$ cat src/rtl/serial_subtractor_if.sv
// Operand/result bundle for serial_subtractor.
//   master: drives start, a, b, bin; observes busy, done, diff, borrow_out
//   slave : the subtractor side (receives operands, returns status/result)
interface serial_subtractor_if #(
   parameter int unsigned WIDTH = 8
);
   logic             start;
   logic [WIDTH-1:0] a;
   logic [WIDTH-1:0] b;
   logic             bin;
   logic             busy;
   logic             done;
   logic [WIDTH-1:0] diff;
   logic             borrow_out;

   modport master (
      output start, a, b, bin,
      input  busy, done, diff, borrow_out
   );

   modport slave (
      input  start, a, b, bin,
      output busy, done, diff, borrow_out
   );
endinterface

$ cat src/rtl/serial_subtractor.sv
// Bit-serial subtractor: computes a - b - bin, one bit per clock, LSB first,
// using a two-stage half-subtractor datapath and a single borrow flop.
// Ports:
//   clk  - rising-edge clock
//   rst  - synchronous active-high reset (aborts any operation in progress)
//   bus  - serial_subtractor_if slave: start/a/b/bin in,
//          busy/done/diff/borrow_out out
// A start seen in IDLE captures the operands; WIDTH edges later done pulses
// for one cycle with diff = (a - b - bin) mod 2^WIDTH and the final borrow.
module serial_subtractor #(
   parameter int unsigned WIDTH = 8
) (
   input logic               clk,
   input logic               rst,
   serial_subtractor_if.slave bus
);

   localparam int unsigned CW   = (WIDTH > 1) ? $clog2(WIDTH) : 1;
   localparam logic [CW-1:0] LAST = CW'(WIDTH - 1);

   typedef enum logic {IDLE, RUN} state_e;

   state_e           state_q,  state_d;
   logic [WIDTH-1:0] a_sh_q,   a_sh_d;
   logic [WIDTH-1:0] b_sh_q,   b_sh_d;
   logic [WIDTH-1:0] acc_q,    acc_d;
   logic             br_q,     br_d;
   logic [CW-1:0]    cnt_q,    cnt_d;
   logic             busy_q,   busy_d;
   logic             done_q,   done_d;
   logic [WIDTH-1:0] diff_q,   diff_d;
   logic             bout_q,   bout_d;

   // Datapath for the current bit
   logic             a_bit;
   logic             b_bit;
   logic             hs1_d;      // first half-subtractor difference
   logic             hs1_b;      // first half-subtractor borrow
   logic             d_bit;      // second stage: hs1_d - br
   logic             br_next;
   logic [WIDTH-1:0] acc_shift;

   always_comb begin
      a_bit   = a_sh_q[0];
      b_bit   = b_sh_q[0];
      hs1_d   = a_bit ^ b_bit;
      hs1_b   = ~a_bit & b_bit;
      d_bit   = hs1_d ^ br_q;
      br_next = hs1_b | (~hs1_d & br_q);

      // New bit enters at the MSB so after WIDTH shifts bit 0 sits at LSB
      acc_shift            = acc_q >> 1;
      acc_shift[WIDTH-1]   = d_bit;
   end

   always_comb begin
      state_d = state_q;
      a_sh_d  = a_sh_q;
      b_sh_d  = b_sh_q;
      acc_d   = acc_q;
      br_d    = br_q;
      cnt_d   = cnt_q;
      busy_d  = busy_q;
      done_d  = 1'b0;
      diff_d  = diff_q;
      bout_d  = bout_q;

      case (state_q)
         IDLE: begin
            if (bus.start) begin
               state_d = RUN;
               a_sh_d  = bus.a;
               b_sh_d  = bus.b;
               br_d    = bus.bin;
               acc_d   = '0;
               cnt_d   = '0;
               busy_d  = 1'b1;
            end
         end
         RUN: begin
            a_sh_d = a_sh_q >> 1;
            b_sh_d = b_sh_q >> 1;
            acc_d  = acc_shift;
            br_d   = br_next;
            cnt_d  = cnt_q + CW'(1);
            if (cnt_q == LAST) begin
               // Result is published only here so diff never shows partials
               state_d = IDLE;
               busy_d  = 1'b0;
               done_d  = 1'b1;
               diff_d  = acc_shift;
               bout_d  = br_next;
               cnt_d   = '0;
            end
         end
         default: state_d = IDLE;
      endcase
   end

   always_ff @(posedge clk) begin
      if (rst) begin
         state_q <= IDLE;
         a_sh_q  <= '0;
         b_sh_q  <= '0;
         acc_q   <= '0;
         br_q    <= 1'b0;
         cnt_q   <= '0;
         busy_q  <= 1'b0;
         done_q  <= 1'b0;
         diff_q  <= '0;
         bout_q  <= 1'b0;
      end else begin
         state_q <= state_d;
         a_sh_q  <= a_sh_d;
         b_sh_q  <= b_sh_d;
         acc_q   <= acc_d;
         br_q    <= br_d;
         cnt_q   <= cnt_d;
         busy_q  <= busy_d;
         done_q  <= done_d;
         diff_q  <= diff_d;
         bout_q  <= bout_d;
      end
   end

   assign bus.busy       = busy_q;
   assign bus.done       = done_q;
   assign bus.diff       = diff_q;
   assign bus.borrow_out = bout_q;

endmodule

$ cat src/flat_wrapper.sv
// flat-port wrapper written by rule: the top's interface ports become plain ports
module serial_subtractor_flat 
#(
   parameter int unsigned WIDTH = 8
)
  (clk, rst, bus_start, bus_a, bus_b, bus_bin, bus_busy, bus_done, bus_diff, bus_borrow_out);
  serial_subtractor_if #(.WIDTH(WIDTH)) bus_i ();
  input logic clk;
  input logic rst;
  input wire logic [$bits(bus_i.start)-1:0] bus_start;
  input wire logic [$bits(bus_i.a)-1:0] bus_a;
  input wire logic [$bits(bus_i.b)-1:0] bus_b;
  input wire logic [$bits(bus_i.bin)-1:0] bus_bin;
  output wire logic [$bits(bus_i.busy)-1:0] bus_busy;
  output wire logic [$bits(bus_i.done)-1:0] bus_done;
  output wire logic [$bits(bus_i.diff)-1:0] bus_diff;
  output wire logic [$bits(bus_i.borrow_out)-1:0] bus_borrow_out;
  assign bus_i.start = bus_start;
  assign bus_i.a = bus_a;
  assign bus_i.b = bus_b;
  assign bus_i.bin = bus_bin;
  assign bus_busy = bus_i.busy;
  assign bus_done = bus_i.done;
  assign bus_diff = bus_i.diff;
  assign bus_borrow_out = bus_i.borrow_out;
  serial_subtractor #(.WIDTH(WIDTH)) u_core (.clk(clk), .rst(rst), .bus(bus_i));
endmodule
$ cat config.mk
export PLATFORM = sky130hd
export DESIGN_NAME = serial_subtractor_flat
export DESIGN_NICKNAME = d
export VERILOG_FILES = /design/src/rtl/serial_subtractor_if.sv /design/src/rtl/serial_subtractor.sv /design/src/flat_wrapper.sv
export SDC_FILE = /design/constraint.sdc
export NUM_CORES = 1
export LEC_CHECK = 0
export CORE_ASPECT_RATIO = 0.75
export CORE_MARGIN = 2
export CORE_UTILIZATION = 51
export DETAILED_ROUTE_END_ITERATION = 12
export GPL_ROUTABILITY_DRIVEN = 0
export HOLD_SLACK_MARGIN = 0.1
export PLACE_DENSITY = 0.87
export SLEW_MARGIN = 20
export SYNTH_ARGS = -nofsm -noshare
export SYNTH_HDL_FRONTEND = slang
export SYNTH_SLANG_ARGS = --single-unit
$ cat constraint.sdc
create_clock -name clk -period 1.6 [get_ports clk]
set_input_delay 0.16 -clock clk [delete_from_list [all_inputs] [get_ports clk]]
set_output_delay 0.16 -clock clk [all_outputs]
set_load 0.005 [all_outputs]
==> results.cfg, run 1 <==
[floorplanning]
die_h_um = 54.26
fp.dieArea_um2 = 3853
start_util = 0.5261
die_x_um = 71.02
core_area_um2 = 3266
num_rows = 18
io_pins = 31

[layout]
finalNetCount = 227
fin_util = 0.6517
area_delta_synth_final_pct = 23.89
final_common_cell = dfxtp_1
antenna-diode-count = 0
mostFrequentLayoutCells = dfxtp_1, clkdlybuf4s50_1, a21oi_1, mux2i_1, a211oi_1
final_cells = 242
n_fill_cell = 266
final_layout_size_suffix_gt1_frac = 0.1089

[sta]
period_share = 0.8455
fmaxAchievable_mhz = 739.2
slew_violations = 0
min_period_ns = 1.353
hold_viol = 0
worst_pin_slew_ns = 0.4528
rsz0062_at_grt = false
setup_tns_ns = 0
final-setup-viol-count = 0
relSlewSlack = 0.6978
finClkSkew_ns = 0.001925

[synth]
ys_async_sr_fraction = 0
syn_inst = 174
yosysWarnings = 0
syn-cell-area_um2 = 1718
synth_ff_type = dfxtp_1
syn_nets = 198
ys_ff_latch = 39
synthDistinctLibCells = 23
yosysSeqAreaShare = 0.4545
synth.avg_cell_area_um2 = 9.873
synth-edff-count = 0

[routing]
vias_per_cell = 5.360
drc = 0
first_pass_iters = 4
first_iter_violations = 82
drtAntennaViolNets = 0
wirelength_mm = 3.301
vias = 1297
routedWlPerCell_um = 13.64

[worst_setup_path]
crit_required_ns = 1.82
crit_path_max_fanout = 10
arrival_ns = 1.57
start_kind = flop
critPathKind = flop to flop
cp-end-kind = flop

[min_path]
hold_path_class = flop to flop

[global_route]
grt_pass1_wl_mm = 5.306
grt_usage = 0.1800
grt_pass1_vias = 1205
overflow = 0
grt_max_degree = 40
antenna_found_initial = 0

[clock_network]
cts_tree = done
clk_latency_ns = 0.28
hold_buffers = 0
cts_setup_buffers = 0
cts.clk_slew.worst_paths_ns = 0.07
clockRootBuffer = clkbuf_8
clockBufferDepth = 2
cts_buffers = 5
cts_sinks = 39
cts_htree_levels = 2
cts.repair.resized = 0

[job]
maxCapViolations = 0

[placement]
dpl.hpwl_mm = 2.250
portBuffers = 30
place_inst = 236

[outcome]
outcome = completed

[power]
leakage_nw = 0.8150
power.density_nw_per_um2 = 885.5
power.total_mw = 1.885
irDropWorstVdd_mv = 0.5892
area by class of cell:
type	count	area [um^2]	area share
clock buffer	6	72.57	0.03410
inverter	3	11.26	0.005291
multi-input combinational	116	840.8	0.3951
sequential	39	780.7	0.3668
tap	40	50.05	0.02352
timing repair buffer	38	372.9	0.1752
Yosys cell counts, types with 2 or more instances:
cell type	instances	area (um^2)
a21bo_2	9	90.09
buf_2	8	40.04
nor3_1	2	10.01
or3b_1	11	96.34
buf_1	2	7.510
clkbuf_1	3	11.26
inv_1	3	11.26
a21oi_1	21	105.1
dfxtp_1	39	780.8
nand2_1	9	33.78
ha_1	3	37.54
nor2b_1	14	87.58
buf_4	2	15.01
nand3_1	8	40.04
a211oi_1	15	112.6
nor2_1	2	7.510
mux2i_1	17	170.2
where the power goes:
group          internal (mW)  switching (mW)
sequential              1.02          0.0252
combinational          0.126           0.113
clock                  0.290           0.314
total                   1.43           0.452
critical path, stage by stage (launching register included):
cell and delay (ns):
dfxtp_1 0.33, ha_1 0.23, ha_1 0.20, buf_4 0.17
a21bo_2 0.21, a21oi_1 0.14
layer usage:
layer | routed length (um) | part of all wire | vias to the layer above | track usage
met3 | 149 | 0.045 | 3 | 0.04972
li1 | - | - | 672 | -
met5 | 0 | 0 | - | 0
met2 | 1510 | 0.46 | 30 | 0.2835
met1 | 1602 | 0.49 | 592 | 0.2377
met4 | 39 | 0.012 | 0 | 0.07547
final timing paths:
check	from	to	slack, ns	depth (start not counted)
worst max-delay path	u_core.cnt_q[0]	u_core.bus.diff[6]	0.25	5
worst min-delay path	u_core.acc_q[1]	u_core.bus.diff[0]	0.48	2
worst max register to register	u_core.cnt_q[0]	u_core.bus.diff[6]	0.25	5
worst min register to register	u_core.acc_q[1]	u_core.bus.diff[0]	0.48	2
cells by family after synthesis:
kind of cell,count (synthesis),share of synthesized area
flops,39,0.4545
fa+ha+maj,4,0.03351
compound gates,47,0.1886
mux,17,0.09905
buf+inv,19,0.05608
simple gates,48,0.1682
per-stage QoR:
step	setup WS, ns	instance area, um^2	hold slack (ns)
3_3_place_gp	0.2546	2056	0.4483
2_1_floorplan	0.3031	1718	0.3553
6_report	0.2471	2128	0.4752
5_1_grt	0.08765	2128	0.4897
3_5_place_dp	0.1929	2056	0.4644
4_1_cts	0.2378	2128	0.4762
flip-flops by register name, indices dropped and copies added (netlist names), 3 cells and up:
name	flops
u_core.a_sh_q	8
u_core.bus.diff	8
u_core.b_sh_q	8
u_core.cnt_q	3
u_core.acc_q	7
Note: power is estimated with default switching activity, not from simulation.
==> run 2, diff against run 1 <==
CORE_UTILIZATION = 46   (was 51)
PLACE_DENSITY = 0.83   (was 0.87)
clock period = 1.2 ns   (was 1.6 ns; I/O delays follow)
==> run 2 against run 1 <==
Compared with the run above:
- the flow now finishes with violations (negative setup slack)
- clock-buffer cell count is the same
- worst setup slack lost 0.27 ns
- first-iteration DRC count grew 8.5%
- global-route usage grew 0.15 points
==> results.cfg, run 2 (same netlist as run 1, synthesis figures left out) <==
[worst_setup_path]
crit_cells = 5
crit_start = u_core.cnt_q[1]
path_delay_family = adder cells
critPathMaxStageDelay_ns = 0.34
arrival_ns = 1.45
start_kind = flop
cpMostUsedCell = ha_4
critPathKind = flop to flop
reg2reg_depth = 5
path_buf_inv = 1
critPathCapture = u_core.bus.diff[5]
cpMaxStageDelayCell = dfxtp_2
timing.rr.end = u_core.bus.diff[5]
reg2reg_slack_ns = -0.02
crit_chain = ha_4 > ha_4 > buf_12 > a21bo_4 > a21oi_2
crit_required_ns = 1.43
crit_path_max_fanout = 8
cp-end-kind = flop
rr_startpoint = u_core.cnt_q[1]

[clock_network]
clk_latency_ns = 0.29
cts_sinks = 39
clockBufferDepth = 2
hold_buffers = 0
cts_tree = done
cts_buffers = 5
clockRootBuffer = clkbuf_8
cts.clk_slew.worst_paths_ns = 0.08
cts_htree_levels = 2

[sta]
rsz0062_at_grt = true
relSlewSlack = 0.8758
slew_violations = 0
finClkSkew_ns = 0.007396
min_period_ns = 1.223
final-setup-viol-count = 6
period_share = 1.019
hold_viol = 0
worst_pin_slew_ns = 0.1811
setup_tns_ns = -0.07233
fmaxAchievable_mhz = 817.9
setup_ws_ns = -0.02271

[min_path]
hold_path_class = primary input to flop

[layout]
ff_latch_area_um2 = 787.0
multiInputGateArea_um2 = 933.4
n_fill_cell = 323
final_cell_area_um2 = 2387
final_layout_size_suffix_gt1_frac = 0.2607
finalNetCount = 234
fin_util = 0.6607
antenna-diode-count = 0
final_common_cell = dfxtp_1
mostFrequentLayoutCells = dfxtp_1, clkdlybuf4s50_1, mux2i_1, nor2b_1, a21oi_1
final_cells = 263
area_delta_synth_final_pct = 38.97

[floorplanning]
die_h_um = 56.93
start_util = 0.4754
fp.dieArea_um2 = 4245
io_pins = 31
die_x_um = 74.57
num_rows = 19
core_area_um2 = 3613

[global_route]
antenna_found_initial = 0
grt_usage = 0.1815
grt_pass1_wl_mm = 5.671
grt_pass1_vias = 1182
grt_max_degree = 31
overflow = 0

[power]
power.total_mw = 2.883
combPwrFrac = 0.122
p_int_mw = 2.220
seq_power_share = 0.483
p_clk_frac = 0.395
irDropWorstVdd_mv = 0.9231
p_switching_mw = 0.6631
switching_share = 0.2300
leakage_nw = 0.9426
power.density_nw_per_um2 = 1208

[routing]
wirelength_mm = 3.494
first_iter_violations = 89
drc = 0
routedWlPerCell_um = 13.29
vias = 1364
drtAntennaViolNets = 0
vias_per_cell = 5.186
first_pass_iters = 4

[placement]
dpl.hpwl_mm = 2.078
place_inst = 251
post_dp_cell_area_um2 = 2138
portBuffers = 30

[job]
maxCapViolations = 0

[outcome]
outcome = finished, violations left
violations = negative setup slack
run 2: cell count changes in the layout (fill, tap and decap cells not counted), sizes merged:
cell | before | now
dlygate4sd2 | 0 | 11
bufinv | 0 | 1
clkinv | 0 | 1
clkdlybuf4s50 | 30 | 19
buf | 8 | 15
run 2: cell type report:
cell class	count	area share
Timing Repair Buffer	45	0.1981
Sequential cell	39	0.3297
Inverter	3	0.004717
Clock inverter	2	0.01468
Multi-Input combinational cell	116	0.3910
Tap cell	52	0.02725
Clock buffer	6	0.03459
run 2: worst min-delay path, delay by kind of cell:
kind / cells / cell delay, ns
and+or+nand+nor: 1 / 0.05
muxes: 1 / 0.13
buffers and inverters: 1 / 0.39
run 2: how the worst min path moves through the flow:
| stage | from | slack [ns] | end | depth (start not counted) |
|---|---|---|---|---|
| 6_report | bus_a[7] | 0.45 | u_core.a_sh_q[7] | 3 |
| 5_1_grt | bus_a[5] | 0.49 | u_core.a_sh_q[5] | 3 |
| 4_1_cts | bus_a[7] | 0.45 | u_core.a_sh_q[7] | 3 |
| 3_5_place_dp | u_core.acc_q[1] | 0.45 | u_core.bus.diff[0] | 2 |
| 3_3_place_gp | u_core.acc_q[1] | 0.45 | u_core.bus.diff[0] | 2 |
| 2_1_floorplan | bus_a[7] | 0.32 | u_core.a_sh_q[7] | 2 |
run 2: power groups by stage:
stage | Clock (mW) | Sequential, mW | Combinational (mW)
CTS | 1.15 | 1.39 | 0.340
global route | 1.22 | 1.40 | 0.387
detailed placement | 0 | 1.42 | 0.337
global placement | 0 | 1.42 | 0.332
finish | 1.14 | 1.39 | 0.351
floorplan | 0 | 1.41 | 0.205
run 2: layer usage:
| layer | global-route usage | share of wire |
|---|---|---|
| met1 | 0.2667 | 0.53 |
| met2 | 0.2415 | 0.41 |
| met3 | 0.07002 | 0.055 |
| met4 | 0.06122 | 0.013 |
| met5 | 0 | 0 |
run 2: per-stage QoR:
step                worst slack (ns)  hold WS, ns
finish                      -0.02271       0.4485
global route                -0.06235       0.4854
CTS                         -0.01882       0.4532
detailed placement           -0.1650       0.4546
global placement             -0.1092       0.4496
floorplan                  -0.004777       0.3153
run 2: repair_timing:
action	4_1_cts	5_1_grt
setup endpoints to repair	22	26
pin swaps	15	1
resized for setup	23	13
gates cloned	1	0
hold endpoints to repair	0	0
setup buffers	3	0
